--- config.mk ---
export PLATFORM = sky130hd
export DESIGN_NAME = ps2_key_event_ctrl_flat
export DESIGN_NICKNAME = d
export VERILOG_FILES = /design/src/rtl/ps2_pkg.sv /design/src/rtl/ps2_key_event_ctrl_if.sv /design/src/rtl/ps2_event_fifo.sv /design/src/rtl/ps2_key_event_ctrl.sv /design/src/flat_wrapper.sv
export SDC_FILE = /design/constraint.sdc
export NUM_CORES = 1
export LEC_CHECK = 0
export CAP_MARGIN = 10
export CORE_ASPECT_RATIO = 1.4
export CORE_UTILIZATION = 55
export DETAILED_ROUTE_END_ITERATION = 8
export PLACE_DENSITY_LB_ADDON = 0.12
export SLEW_MARGIN = 40
export SYNTH_ARGS = -nofsm -noshare
export SYNTH_HDL_FRONTEND = slang
export SYNTH_HIERARCHICAL = 1
export SYNTH_SLANG_ARGS = --single-unit
--- constraint.sdc ---
create_clock -name clk -period 4.1 [get_ports clk]
set_input_delay 0.82 -clock clk [delete_from_list [all_inputs] [get_ports clk]]
set_output_delay 0.82 -clock clk [all_outputs]
set_load 0.05 [all_outputs]
--- src/rtl/ps2_pkg.sv ---
// Shared types and constants for the PS/2 key event controller.
// Optional E0 extended-prefix handling is enabled by defining PS2_EXT_PREFIX_EN.
// Without it, E0 is treated as a byte to ignore and the extended states are not built.
package ps2_pkg;

  localparam logic [7:0] PS2_EXT    = 8'hE0;
  localparam logic [7:0] PS2_BRK    = 8'hF0;
  localparam logic [7:0] PS2_BAT    = 8'hAA;
  localparam logic [7:0] PS2_ACK    = 8'hFA;
  localparam logic [7:0] PS2_ECHO   = 8'hEE;
  localparam logic [7:0] PS2_RESEND = 8'hFE;
  localparam logic [7:0] PS2_ERR0   = 8'h00;
  localparam logic [7:0] PS2_ERR1   = 8'hFF;

`ifdef PS2_EXT_PREFIX_EN
  typedef enum logic [1:0] {IDLE = 2'd0, EXT = 2'd1, BRK = 2'd2, EXT_BRK = 2'd3} ps2_state_t;
`else
  typedef enum logic [1:0] {IDLE = 2'd0, BRK = 2'd2} ps2_state_t;
`endif

  typedef struct packed {
    logic [7:0] code;
    logic       brk;
    logic       ext;
  } ps2_event_t;

  // Controller/status bytes that never start a key sequence from IDLE.
  function automatic logic ps2_is_ignored(input logic [7:0] b);
    logic ign;
    ign = (b == PS2_BAT) || (b == PS2_ACK) || (b == PS2_ECHO) ||
          (b == PS2_RESEND) || (b == PS2_ERR0) || (b == PS2_ERR1);
`ifndef PS2_EXT_PREFIX_EN
    ign = ign || (b == PS2_EXT);
`endif
    return ign;
  endfunction

endpackage

--- src/rtl/ps2_key_event_ctrl_if.sv ---
// Byte-in / event-out bundle for the PS/2 key event controller.
// The slave modport is the controller; master is the byte source plus event consumer.
// Events use valid/ready; a head event is consumed when ev_valid & ev_ready.
interface ps2_key_event_ctrl_if;
  logic       rx_valid;
  logic [7:0] rx_data;
  logic       ev_valid;
  logic       ev_ready;
  logic [7:0] ev_code;
  logic       ev_break;
  logic       ev_ext;

  modport master (output rx_valid, rx_data, ev_ready,
                  input  ev_valid, ev_code, ev_break, ev_ext);
  modport slave  (input  rx_valid, rx_data, ev_ready,
                  output ev_valid, ev_code, ev_break, ev_ext);
endinterface

--- src/rtl/ps2_event_fifo.sv ---
// Small synchronous event FIFO with extra pointer bit for full/empty.
// Latency: pushed entry visible at head the next cycle.
// Backpressure: push refused when full unless a pop happens in the same cycle.
module ps2_event_fifo
  import ps2_pkg::*;
#(
  parameter int DEPTH = 4
) (
  input  logic       clk,
  input  logic       resetn,
  input  logic       push,
  input  ps2_event_t push_dat,
  input  logic       pop,
  output logic       full,
  output logic       empty,
  output logic       push_ok,
  output ps2_event_t head
);

  localparam int AW = $clog2(DEPTH);

  ps2_event_t      mem [DEPTH];
  logic [AW:0]     wr_ptr;
  logic [AW:0]     rd_ptr;
  logic [AW-1:0]   rd_idx;
  logic [AW-1:0]   last_idx;
  logic            do_pop;

  assign rd_idx   = rd_ptr[AW-1:0];
  assign last_idx = rd_idx - AW'(1);
  assign empty    = (wr_ptr == rd_ptr);
  assign full     = (wr_ptr[AW] != rd_ptr[AW]) && (wr_ptr[AW-1:0] == rd_ptr[AW-1:0]);
  assign do_pop   = pop && !empty;
  assign push_ok  = push && (!full || do_pop);

  // When empty, show the most recently popped slot so the head holds its last value.
  assign head = empty ? mem[last_idx] : mem[rd_idx];

  // Storage and pointer update; storage is cleared so the head reads 0 after reset.
  always_ff @(posedge clk) begin
    if (!resetn) begin
      wr_ptr <= '0;
      rd_ptr <= '0;
      for (int i = 0; i < DEPTH; i++) mem[i] <= '0;
    end else begin
      if (push_ok) begin
        mem[wr_ptr[AW-1:0]] <= push_dat;
        wr_ptr              <= wr_ptr + 1'b1;
      end
      if (do_pop) rd_ptr <= rd_ptr + 1'b1;
    end
  end

endmodule

--- src/rtl/ps2_key_event_ctrl.sv ---
// Scan-code sequencer: turns PS/2 bytes into make/break events, tracks held key, buffers events.
// Latency: event valid the cycle after the final byte of a sequence is strobed in.
// Backpressure: ev_ready stalls the FIFO; events arriving while full are dropped and flag overflow.
// Extended (E0) prefix support is built when PS2_EXT_PREFIX_EN is defined.
module ps2_key_event_ctrl
  import ps2_pkg::*;
#(
  parameter int DEPTH   = 4,
  parameter int TIMEOUT = 1000000
) (
  input  logic                 clk,
  input  logic                 resetn,
  ps2_key_event_ctrl_if.slave  bus,
  output logic                 key_held,
  output logic [7:0]           held_code,
  output logic [7:0]           press_count,
  output logic                 seg_en,
  output logic                 overflow
);

  localparam int TW = $clog2(TIMEOUT + 1);

  ps2_state_t  state, state_n;
  logic [TW-1:0] timer;
  logic        make_cand;
  logic        brk_evt;
  logic        is_ext;
  logic        key_match;
  logic        make_evt;
  logic        ev_push;
  ps2_event_t  ev_dat;
  ps2_event_t  head;
  logic        fifo_full;
  logic        fifo_empty;
  logic        push_ok;

`ifdef PS2_EXT_PREFIX_EN
  logic        held_ext;
  assign key_match = key_held && (bus.rx_data == held_code) && (is_ext == held_ext);
`else
  assign key_match = key_held && (bus.rx_data == held_code);
`endif

  // A make that repeats the held key is typematic and produces nothing.
  assign make_evt    = make_cand && !key_match;
  assign ev_push     = make_evt || brk_evt;
  assign ev_dat.code = bus.rx_data;
  assign ev_dat.brk  = brk_evt;
  assign ev_dat.ext  = is_ext;

  // State register.
  always_ff @(posedge clk) begin
    if (!resetn) state <= IDLE;
    else         state <= state_n;
  end

  // Next-state decode and event classification of the incoming byte.
  always_comb begin
    state_n   = state;
    make_cand = 1'b0;
    brk_evt   = 1'b0;
    is_ext    = 1'b0;
    if (bus.rx_valid) begin
      case (state)
        IDLE: begin
`ifdef PS2_EXT_PREFIX_EN
          if (bus.rx_data == PS2_EXT) state_n = EXT;
          else
`endif
          if (bus.rx_data == PS2_BRK) state_n = BRK;
          else if (!ps2_is_ignored(bus.rx_data)) make_cand = 1'b1;
        end
`ifdef PS2_EXT_PREFIX_EN
        EXT: begin
          if (bus.rx_data == PS2_BRK) state_n = EXT_BRK;
          else if (bus.rx_data == PS2_EXT) state_n = EXT;
          else begin
            make_cand = 1'b1;
            is_ext    = 1'b1;
            state_n   = IDLE;
          end
        end
        EXT_BRK: begin
          brk_evt = 1'b1;
          is_ext  = 1'b1;
          state_n = IDLE;
        end
`endif
        BRK: begin
          brk_evt = 1'b1;
          state_n = IDLE;
        end
        default: state_n = IDLE;
      endcase
    end else if ((state != IDLE) && (timer == TW'(TIMEOUT - 1))) begin
      state_n = IDLE;
    end
  end

  // Prefix timer: restarts on each byte, runs only while waiting inside a prefix.
  always_ff @(posedge clk) begin
    if (!resetn || bus.rx_valid || (state == IDLE) || (state_n == IDLE)) timer <= '0;
    else                                                                  timer <= timer + 1'b1;
  end

  // Held-key tracking, press counter, display enable and sticky drop flag.
  always_ff @(posedge clk) begin
    if (!resetn) begin
      key_held    <= 1'b0;
      held_code   <= 8'h00;
      press_count <= 8'h00;
      seg_en      <= 1'b0;
      overflow    <= 1'b0;
    end else begin
      if (make_evt) begin
        key_held    <= 1'b1;
        seg_en      <= 1'b1;
        held_code   <= bus.rx_data;
        press_count <= press_count + 8'd1;
      end else if (brk_evt && key_match) begin
        key_held  <= 1'b0;
        seg_en    <= 1'b0;
        held_code <= 8'h00;
      end
      if (ev_push && !push_ok) overflow <= 1'b1;
    end
  end

`ifdef PS2_EXT_PREFIX_EN
  // Extended flag of the held key, needed to tell e.g. keypad 75 from arrow E0 75.
  always_ff @(posedge clk) begin
    if (!resetn)                  held_ext <= 1'b0;
    else if (make_evt)            held_ext <= is_ext;
    else if (brk_evt && key_match) held_ext <= 1'b0;
  end
`endif

  ps2_event_fifo #(.DEPTH(DEPTH)) u_fifo (
    .clk      (clk),
    .resetn   (resetn),
    .push     (ev_push),
    .push_dat (ev_dat),
    .pop      (bus.ev_ready),
    .full     (fifo_full),
    .empty    (fifo_empty),
    .push_ok  (push_ok),
    .head     (head)
  );

  assign bus.ev_valid = !fifo_empty;
  assign bus.ev_code  = head.code;
  assign bus.ev_break = head.brk;
  assign bus.ev_ext   = head.ext;

endmodule
--- src/flat_wrapper.sv ---
// flat-port wrapper written by rule: the top's interface ports become plain ports
module ps2_key_event_ctrl_flat import ps2_pkg::*;
#(
  parameter int DEPTH   = 4,
  parameter int TIMEOUT = 1000000
)
  (clk, resetn, key_held, held_code, press_count, seg_en, overflow, bus_rx_valid, bus_rx_data, bus_ev_ready, bus_ev_valid, bus_ev_code, bus_ev_break, bus_ev_ext);
  ps2_key_event_ctrl_if bus_i ();
  input  logic clk;
  input  logic resetn;
  output logic key_held;
  output logic [7:0] held_code;
  output logic [7:0] press_count;
  output logic seg_en;
  output logic overflow;
  input wire logic [$bits(bus_i.rx_valid)-1:0] bus_rx_valid;
  input wire logic [$bits(bus_i.rx_data)-1:0] bus_rx_data;
  input wire logic [$bits(bus_i.ev_ready)-1:0] bus_ev_ready;
  output wire logic [$bits(bus_i.ev_valid)-1:0] bus_ev_valid;
  output wire logic [$bits(bus_i.ev_code)-1:0] bus_ev_code;
  output wire logic [$bits(bus_i.ev_break)-1:0] bus_ev_break;
  output wire logic [$bits(bus_i.ev_ext)-1:0] bus_ev_ext;
  assign bus_i.rx_valid = bus_rx_valid;
  assign bus_i.rx_data = bus_rx_data;
  assign bus_i.ev_ready = bus_ev_ready;
  assign bus_ev_valid = bus_i.ev_valid;
  assign bus_ev_code = bus_i.ev_code;
  assign bus_ev_break = bus_i.ev_break;
  assign bus_ev_ext = bus_i.ev_ext;
  ps2_key_event_ctrl #(.DEPTH(DEPTH), .TIMEOUT(TIMEOUT)) u_core (.clk(clk), .resetn(resetn), .bus(bus_i), .key_held(key_held), .held_code(held_code), .press_count(press_count), .seg_en(seg_en), .overflow(overflow));
endmodule
# Word-level counts from Yosys, hierarchy flattened
# Memory sizes are Yosys's and may differ from the RTL's. A register that Yosys moved wholly into a read port is not among the register bits.
# Index checks and enable logic that the tools add are counted.
totals:
  reg_bits: 46
  mem_bits_rw: 36
  input_bits: 12
  output_inout_bits: 30
  memories: 1
op_classes:
  n_addsub: 5
  eq_ne: 13
  n_mux: 24
  n_reduce_logical: 30
mem_list:
  columns: ["name", "words", "word_bits", "rd", "rd_ports_with_merged_regs", "write_ports", "line", "rtl"]
  rows:
  - ["u_core.u_fifo.mem", 4, 9, 2, 1, 4, "ps2_event_fifo.sv:22", "ps2_event_t mem [DEPTH];"]
op_table:
  columns: ["cell", "count"]
  rows:
  - ["$eq A8 B8 Y1 const B", 7]
  - ["$add A20 B1 Y20 const B", 1]
  - ["$eq A20 B20 Y1 const B", 1]
  - ["$mux W8", 2]
  - ["$mux W2", 7]
  - ["$mux W1", 13]
  - ["$logic_or A1 B1 Y1", 11]
  - ["$mux W10", 1]
  - ["$mux W9", 1]
  - ["$reduce_or A9 Y1", 1]
  - ["$add A8 B1 Y8 const B", 1]
  - ["$eq A8 B8 Y1", 1]
  - ["$logic_and A1 B1 Y1", 8]
  - ["$logic_not A8 Y1", 1]
  - ["$add A3 B1 Y3 const B", 2]
  - ["$logic_not A1 Y1", 5]
  - ["$logic_not A2 Y1", 2]
  - ["$reduce_bool A2 Y1", 2]
  - ["$eq A3 B3 Y1", 1]
  - ["$eq A2 B2 Y1", 1]
  - ["$eq A2 B2 Y1 const B", 1]
  - ["$sub A2 B1 Y2 const B", 1]
  - ["$ne A1 B1 Y1", 1]

# Longest topological paths before layout
# Gate-level depths: netlist of run 1.
depth:
  word_depth: 19
  ltp_mapped: 11
  depth_no_buf: 8

# By module
# Netlist of run 1, hierarchy kept.
by_module_without_submodules:
  columns: ["mod", "instances", "cells_each", "area_each_um2", "seq_area_each_um2"]
  rows:
  - ["ps2_event_fifo", 1, 193, 2821.5, 1361.3]
  - ["ps2_key_event_ctrl", 1, 222, 2019.4, 800.8]

# Worst setup path after synthesis of run 1
# Ideal clock, no wire load.
synth_path:
  path_kind: "in2reg"
  start: "input port bus_rx_data[3]"
  end: "memory u_core/u_fifo/mem[0][0] (netlist bit), enable pin"
  arrival_ns: 2.811
  setup_slack_ns: 0.896
  path_stages: 10
  path_cell_list: "buf_4 xnor2_1 nand3_1 o31a_2 a21oi_1 inv_1 nand2_1 a41o_1 buf_6 o31ai_1"
synth_rtl:
  columns: ["element", "line", "rtl"]
  rows:
  - ["start: declaration", "flat_wrapper.sv:17", "input wire logic [$bits(bus_i.rx_data)-1:0] bus_rx_data;"]
  - ["end: declaration", "ps2_event_fifo.sv:22", null]

# Worst setup path in the final report of run 1
layout_path:
  start: "register u_core.u_fifo.rd_ptr[0]"
  end: "output port bus_ev_code[2]"
layout_via:
  elab_chain_cells: 3
  word_cells_on_any_way: 4
  classes_between: "add/sub (1); eq/ne (1); mux (1); memory (1)"
layout_rtl:
  columns: ["element", "line", "rtl"]
  rows:
  - ["start: declaration", "ps2_event_fifo.sv:24", "logic [AW:0] rd_ptr;"]
  - ["start signal: assignment", "ps2_event_fifo.sv:50", "if (do_pop) rd_ptr <= rd_ptr + 1'b1;"]
  - ["$sub A2 B1 Y2", "ps2_event_fifo.sv:30", "assign last_idx = rd_idx - AW'(1);"]
  - ["$mem_v2 Z4 W9", null, null]
  - ["$mux W10 *", "ps2_event_fifo.sv:37", "assign head = empty ? mem[last_idx] : mem[rd_idx];"]
  - ["end: declaration", "flat_wrapper.sv:20", "output wire logic [$bits(bus_i.ev_code)-1:0] bus_ev_code;"]
# Mark *: on every way between the ends. The rest lies on a longest branch, timed or not.

==> flow_summary.json, run 1 <==
{
  "syn_to_final_growth_pct": 13.9,
  "final_layout_size_suffix_gt1_share_pct": 22.2,
  "synth_nets": 430,
  "power.total_w": 0.00248,
  "antenna_found_initial": 0,
  "vdd_drop_max_v": 0.000398,
  "place_inst": 539,
  "p_switching_w": 0.000787,
  "final.setup.tns_ps": 0,
  "io_buffers": 41,
  "clockBufferDepth": 2,
  "wl_per_cell_um": 17.1,
  "wirelength_mm": 9.51,
  "yosys_warnings": 6,
  "syn_inst": 414,
  "finalCritPeriodShare_pct": 86.3,
  "worst_skew_pair.late_latency_ps": 340,
  "grt_pass1_vias": 3195,
  "track_usage_pct": 22.5,
  "instances_no_fill": 555,
  "htree_levels": 3,
  "grt_setup_unrepaired": "no",
  "netlist_area_sq_um": 4830,
  "crit_required_ps": 3280,
  "clockRootBuffer": "clkbuf_16",
  "critPathMaxFanout": 11,
  "place_congestion": 0.891,
  "critPathKind": "flip-flop to output port",
  "vias_per_cell": 5.95,
  "use_met2_pct": 40.4,
  "avgSynthCellArea_sq_um": 11.7,
  "grt_use_met1_pct": 25.9,
  "drc": 0,
  "status": "finished, final reports clean",
  "overflow": 0,
  "met3_usage_pct": 3.55,
  "fin_skew_ps": 6.91,
  "num_antenna_cells": 0,
  "dr.pass1.iters": 4,
  "num_rows": 40,
  "tightest_slew_ps": 752,
  "num_io_pins": 42,
  "seqPwrFrac_pct": 40.8,
  "clkPwrFrac_pct": 29.0,
  "ant_nets": 0,
  "critPathLaunchType": "flip-flop",
  "setup-violations-final": 0,
  "dr_total_vias": 3304,
  "nets": 461,
  "dpl.hpwl_mm": 6.84,
  "cts-hold-fix-buffers": 0,
  "drt_iter0_drc": 154,
  "fin_crit_ps": 3540,
  "clkTransAtPathRegs_ps": 60,
  "chipHeight_um": 113,
  "start_util_pct": 56.5,
  "internal-power_w": 0.00169,
  "core_sq_um": 8560,
  "die_area_sq_um": 9170,
  "cts-resized-gates": 0,
  "comb_power_share_pct": 30.3,
  "cts.sinks": 88,
  "max_slew_margin_pct": 49.9,
  "power_density_nw_per_um2": 450,
  "switching_share_pct": 31.7,
  "p_leak_nw": 1.83,
  "arrival_ps": 2720,
  "maxCapViolCount": 0,
  "post-cts-setup-buffers": 0,
  "endpoint_kind": "output port",
  "hp-class": "flip-flop to flip-flop",
  "fmax_mhz": 283,
  "grt_max_degree": 37,
  "grt-busiest-layer": "met2",
  "cts_buffers": 9,
  "grt_first_pass_wirelength_mm": 15.3,
  "finalMaxSlewViolations": 0,
  "cts_tree": "yes",
  "hold_viol_final": 0,
  "die_x_um": 81.2
}
-- registers in the layout (all words and copies together), names as in the netlist, named ones only --
signal,count
u_core/state,2
u_core/u_fifo/wr_ptr,3
u_core/u_fifo/mem,40
u_core/seg_en,1
u_core/overflow,1
u_core/u_fifo/rd_ptr,3
u_core/timer,20
u_core/press_count,8
u_core/held_code,8
-- power groups by stage --
| stage | sequential (W) | clock (W) | combinational [W] |
|---|---|---|---|
| floorplan | 0.00103 | 0 | 0.000575 |
| global placement | 0.00103 | 0 | 0.000745 |
| detailed placement | 0.00103 | 0 | 0.000756 |
| CTS | 0.00101 | 0.000736 | 0.000757 |
| global route | 0.00102 | 0.000765 | 0.000793 |
| finish | 0.00101 | 0.000718 | 0.000750 |
-- final cells by class --
cell class	instances	area, sq um
clock buffers	14	245
clock inverters	2	10.0
fillers	683	3050
inverters	22	82.6
multi-input cells	275	2400
flip-flops and latches	88	2160
well taps	105	131
repair buffers	49	470
-- layout by cell type (no fill, tap or decap), types with 5 or more instances in the layout --
cell	count
a21oi_1	8
a32o_1	8
buf_4	8
clkbuf_16	9
clkdlybuf4s50_1	41
dfxtp_1	48
edfxtp_1	40
inv_1	21
mux2_4	9
mux2i_1	8
mux4_2	19
nand2_1	27
nand2b_1	8
nand3_1	14
nand4_1	7
nor2_1	40
nor3_2	21
nor4_2	11
o31ai_1	5
or4_1	5
xnor2_1	21
xor2_1	7
-- worst paths after layout --
path	startpoint	to	slack (ps)	cells after the start
hold / removal	u_core/timer[0]	u_core/timer[0]	440	1
setup reg to reg	u_core/held_code[1]	u_core/u_fifo/mem[0][9]	1500	10
hold reg to reg	u_core/timer[0]	u_core/timer[0]	440	1
setup / recovery	u_core/u_fifo/rd_ptr[0]	bus_ev_code[2]	560	4
-- metal layers --
layer	vias to the layer above	share of wire, %
met5	-	0
met4	0	2.1
met3	15	3.1
met2	68	54
met1	1627	41
li1	1594	-
-- per-stage QoR --
step	area [sq um]	hold WS (ps)	worst slack, ps	util [%]
2_1_floorplan	4830	413	896	-
3_3_place_gp	5240	424	335	61.3
3_5_place_dp	5250	435	248	61.3
4_1_cts	5510	444	521	64.3
5_1_grt	5510	473	455	64.3
6_report	5510	443	561	64.3
-- critical path, stage by stage, from the launching register on --
cell	delay (ps)
dfxtp_1	380
ha_1	630
mux4_2	390
mux2_4	280
clkdlybuf4s50_1	700
Note: power is estimated with default switching activity, not from simulation.
==> inputs of run 2 (changes only) <==
--- a/config.mk
+++ b/config.mk
@@ -10,7 +10,7 @@
 export CORE_UTILIZATION = 55
 export DETAILED_ROUTE_END_ITERATION = 8
 export PLACE_DENSITY_LB_ADDON = 0.12
-export SLEW_MARGIN = 40
+export SLEW_MARGIN = 20
 export SYNTH_ARGS = -nofsm -noshare
 export SYNTH_HDL_FRONTEND = slang
 export SYNTH_HIERARCHICAL = 1
==> run 2 against run 1 <==
Compared with the run above: clock power increased by 11%; hold slack worse by 1.4 ps; highest routed layer unchanged; largest cell class unchanged; die area unchanged; sequential power is essentially flat; critical endpoint unchanged; via count is 0.39% lower; critical path type unchanged.
==> flow_summary.json, run 2 (synthesis gave the netlist of run 1 again) <==
{
  "cts-hold-fix-buffers": 0,
  "cpPeakStageDelay_ps": 700,
  "final_layout_size_suffix_gt1_share_pct": 21.8,
  "chipHeight_um": 113,
  "fin_crit_ps": 3510,
  "antenna_found_initial": 0,
  "wirelength_mm": 9.57,
  "dr_total_vias": 3291,
  "cts.sinks": 88,
  "switching_share_pct": 31.0,
  "drc": 0,
  "io_buffers": 41,
  "preCtsSetupSlack_ps": 281,
  "critPathKind": "flip-flop to output port",
  "clkTransAtPathRegs_ps": 60,
  "nets": 461,
  "max_slew_margin_pct": 30.8,
  "vias_per_cell": 5.93,
  "reg_top3": "u_core/u_fifo/mem x40, u_core/timer x20",
  "final_cell_mix": "dfxtp_1, clkdlybuf4s50_1, nor2_1, edfxtp_1, nand2_1",
  "grt_setup_unrepaired": "no",
  "setup-violations-final": 0,
  "start_util_pct": 56.5,
  "syn_to_final_growth_pct": 14.5,
  "crit_required_ps": 3280,
  "slowest_stage": "clkdlybuf4s50_1",
  "endpoint_kind": "output port",
  "critPathLaunchType": "flip-flop",
  "p_switching_w": 0.000794,
  "maxCapViolCount": 0,
  "die_area_sq_um": 9170,
  "grt_first_pass_wirelength_mm": 15.6,
  "cts-resized-gates": 0,
  "track_usage_pct": 22.8,
  "power.total_w": 0.00256,
  "cts_tree": "yes",
  "fin_skew_ps": 3.84,
  "dr.pass1.iters": 4,
  "dpl.hpwl_mm": 6.84,
  "placed_area_sq_um": 5240,
  "ant_nets": 0,
  "p_leak_nw": 1.84,
  "fmax_mhz": 285,
  "comb_power_share_pct": 29.3,
  "grt_pass1_vias": 3262,
  "crit_family": "buffers and inverters",
  "clockBufferDepth": 2,
  "internal-power_w": 0.00177,
  "core_sq_um": 8560,
  "tightest_slew_ps": 1030,
  "final.setup.tns_ps": 0,
  "top_register": "u_core/u_fifo/mem",
  "finish.instance_area_sq_um": 5530,
  "largest_reg_flops": 40,
  "drt_iter0_drc": 141,
  "hold_viol_final": 0,
  "cts_buffers": 9,
  "finalMaxSlewViolations": 0,
  "power_density_nw_per_um2": 463,
  "path_cells": "ha_1 > mux4_2 > mux2_4 > clkdlybuf4s50_1",
  "overflow": 0,
  "arrival_ps": 2690,
  "grt_max_degree": 37,
  "wl_per_cell_um": 17.2,
  "num_antenna_cells": 0,
  "hold_slack_ps": 442,
  "hp-class": "flip-flop to flip-flop",
  "mostFrequentLayoutCell": "dfxtp_1",
  "status": "finished, final reports clean",
  "post-cts-setup-buffers": 0,
  "place_congestion": 0.891,
  "finalCritPeriodShare_pct": 85.6,
  "clockRootBuffer": "clkbuf_16",
  "worst_skew_pair.late_latency_ps": 330,
  "clkPwrFrac_pct": 31.3,
  "vdd_drop_max_v": 0.000339,
  "num_rows": 40,
  "fin_ws_ps": 589,
  "htree_levels": 3,
  "worstPathBufferInverterCount": 1,
  "num_io_pins": 42,
  "seqPwrFrac_pct": 39.5,
  "die_x_um": 81.2,
  "critPathMaxFanout": 11
}
run 2: cell count changes in the layout (fill, tap and decap cells not counted):
cell,before,now
o21ai_2,3,1
clkbuf_1,4,2
clkinv_1,0,2
clkinvlp_4,0,1
clkbuf_8,0,1
clkinv_2,2,0
o21ai_1,0,2
clkbuf_2,1,0
bufinv_16,0,1
run 2: through the flow:
step,util (%),cells
finish,64.7,555
global route,64.7,555
CTS,64.7,555
detailed placement,61.3,539
global placement,61.3,539
floorplan,-,414
run 2: power by group through the flow:
stage | sequential (W) | clock [W] | combinational, W
2_1_floorplan | 0.00103 | 0 | 0.000575
4_1_cts | 0.00101 | 0.000812 | 0.000757
6_report | 0.00101 | 0.000800 | 0.000749
3_5_place_dp | 0.00103 | 0 | 0.000755
5_1_grt | 0.00102 | 0.000847 | 0.000793
3_3_place_gp | 0.00103 | 0 | 0.000745
run 2: final timing paths:
check | start | end | slack [ps] | cells past startpoint
setup / recovery | u_core/u_fifo/rd_ptr[0] | bus_ev_code[2] | 590 | 4
hold / removal | u_core/timer[0] | u_core/timer[0] | 440 | 1
setup reg to reg | u_core/state[1] | u_core/u_fifo/mem[1][6] | 1360 | 8
hold reg to reg | u_core/timer[0] | u_core/timer[0] | 440 | 1
run 2: area by class of cell:
class,count,area [sq um]
Timing Repair Buffer,49,470
Fill cell,665,3020
Clock buffer,12,246
Multi-Input combinational cell,275,2400
Tap cell,105,131
Inverter,22,82.6
Clock inverter,4,45.0
Sequential cell,88,2160
run 2: routing by layer:
metal	track usage (%)	part of all wire, %	vias to the layer above
met4	9.17	2.1	0
met3	3.71	3.1	14
met2	40.7	53	61
met5	0	0	-
li1	-	-	1592
met1	26.5	42	1624
==> inputs of run 3 (changes only) <==
--- a/config.mk
+++ b/config.mk
@@ -5,7 +5,7 @@
 export SDC_FILE = /design/constraint.sdc
 export NUM_CORES = 1
 export LEC_CHECK = 0
-export CAP_MARGIN = 10
+export CAP_MARGIN = 5
 export CORE_ASPECT_RATIO = 1.4
 export CORE_UTILIZATION = 55
 export DETAILED_ROUTE_END_ITERATION = 8
==> results of run 3 <==
Final layout, timing and power as in run 2 (identical DEF).
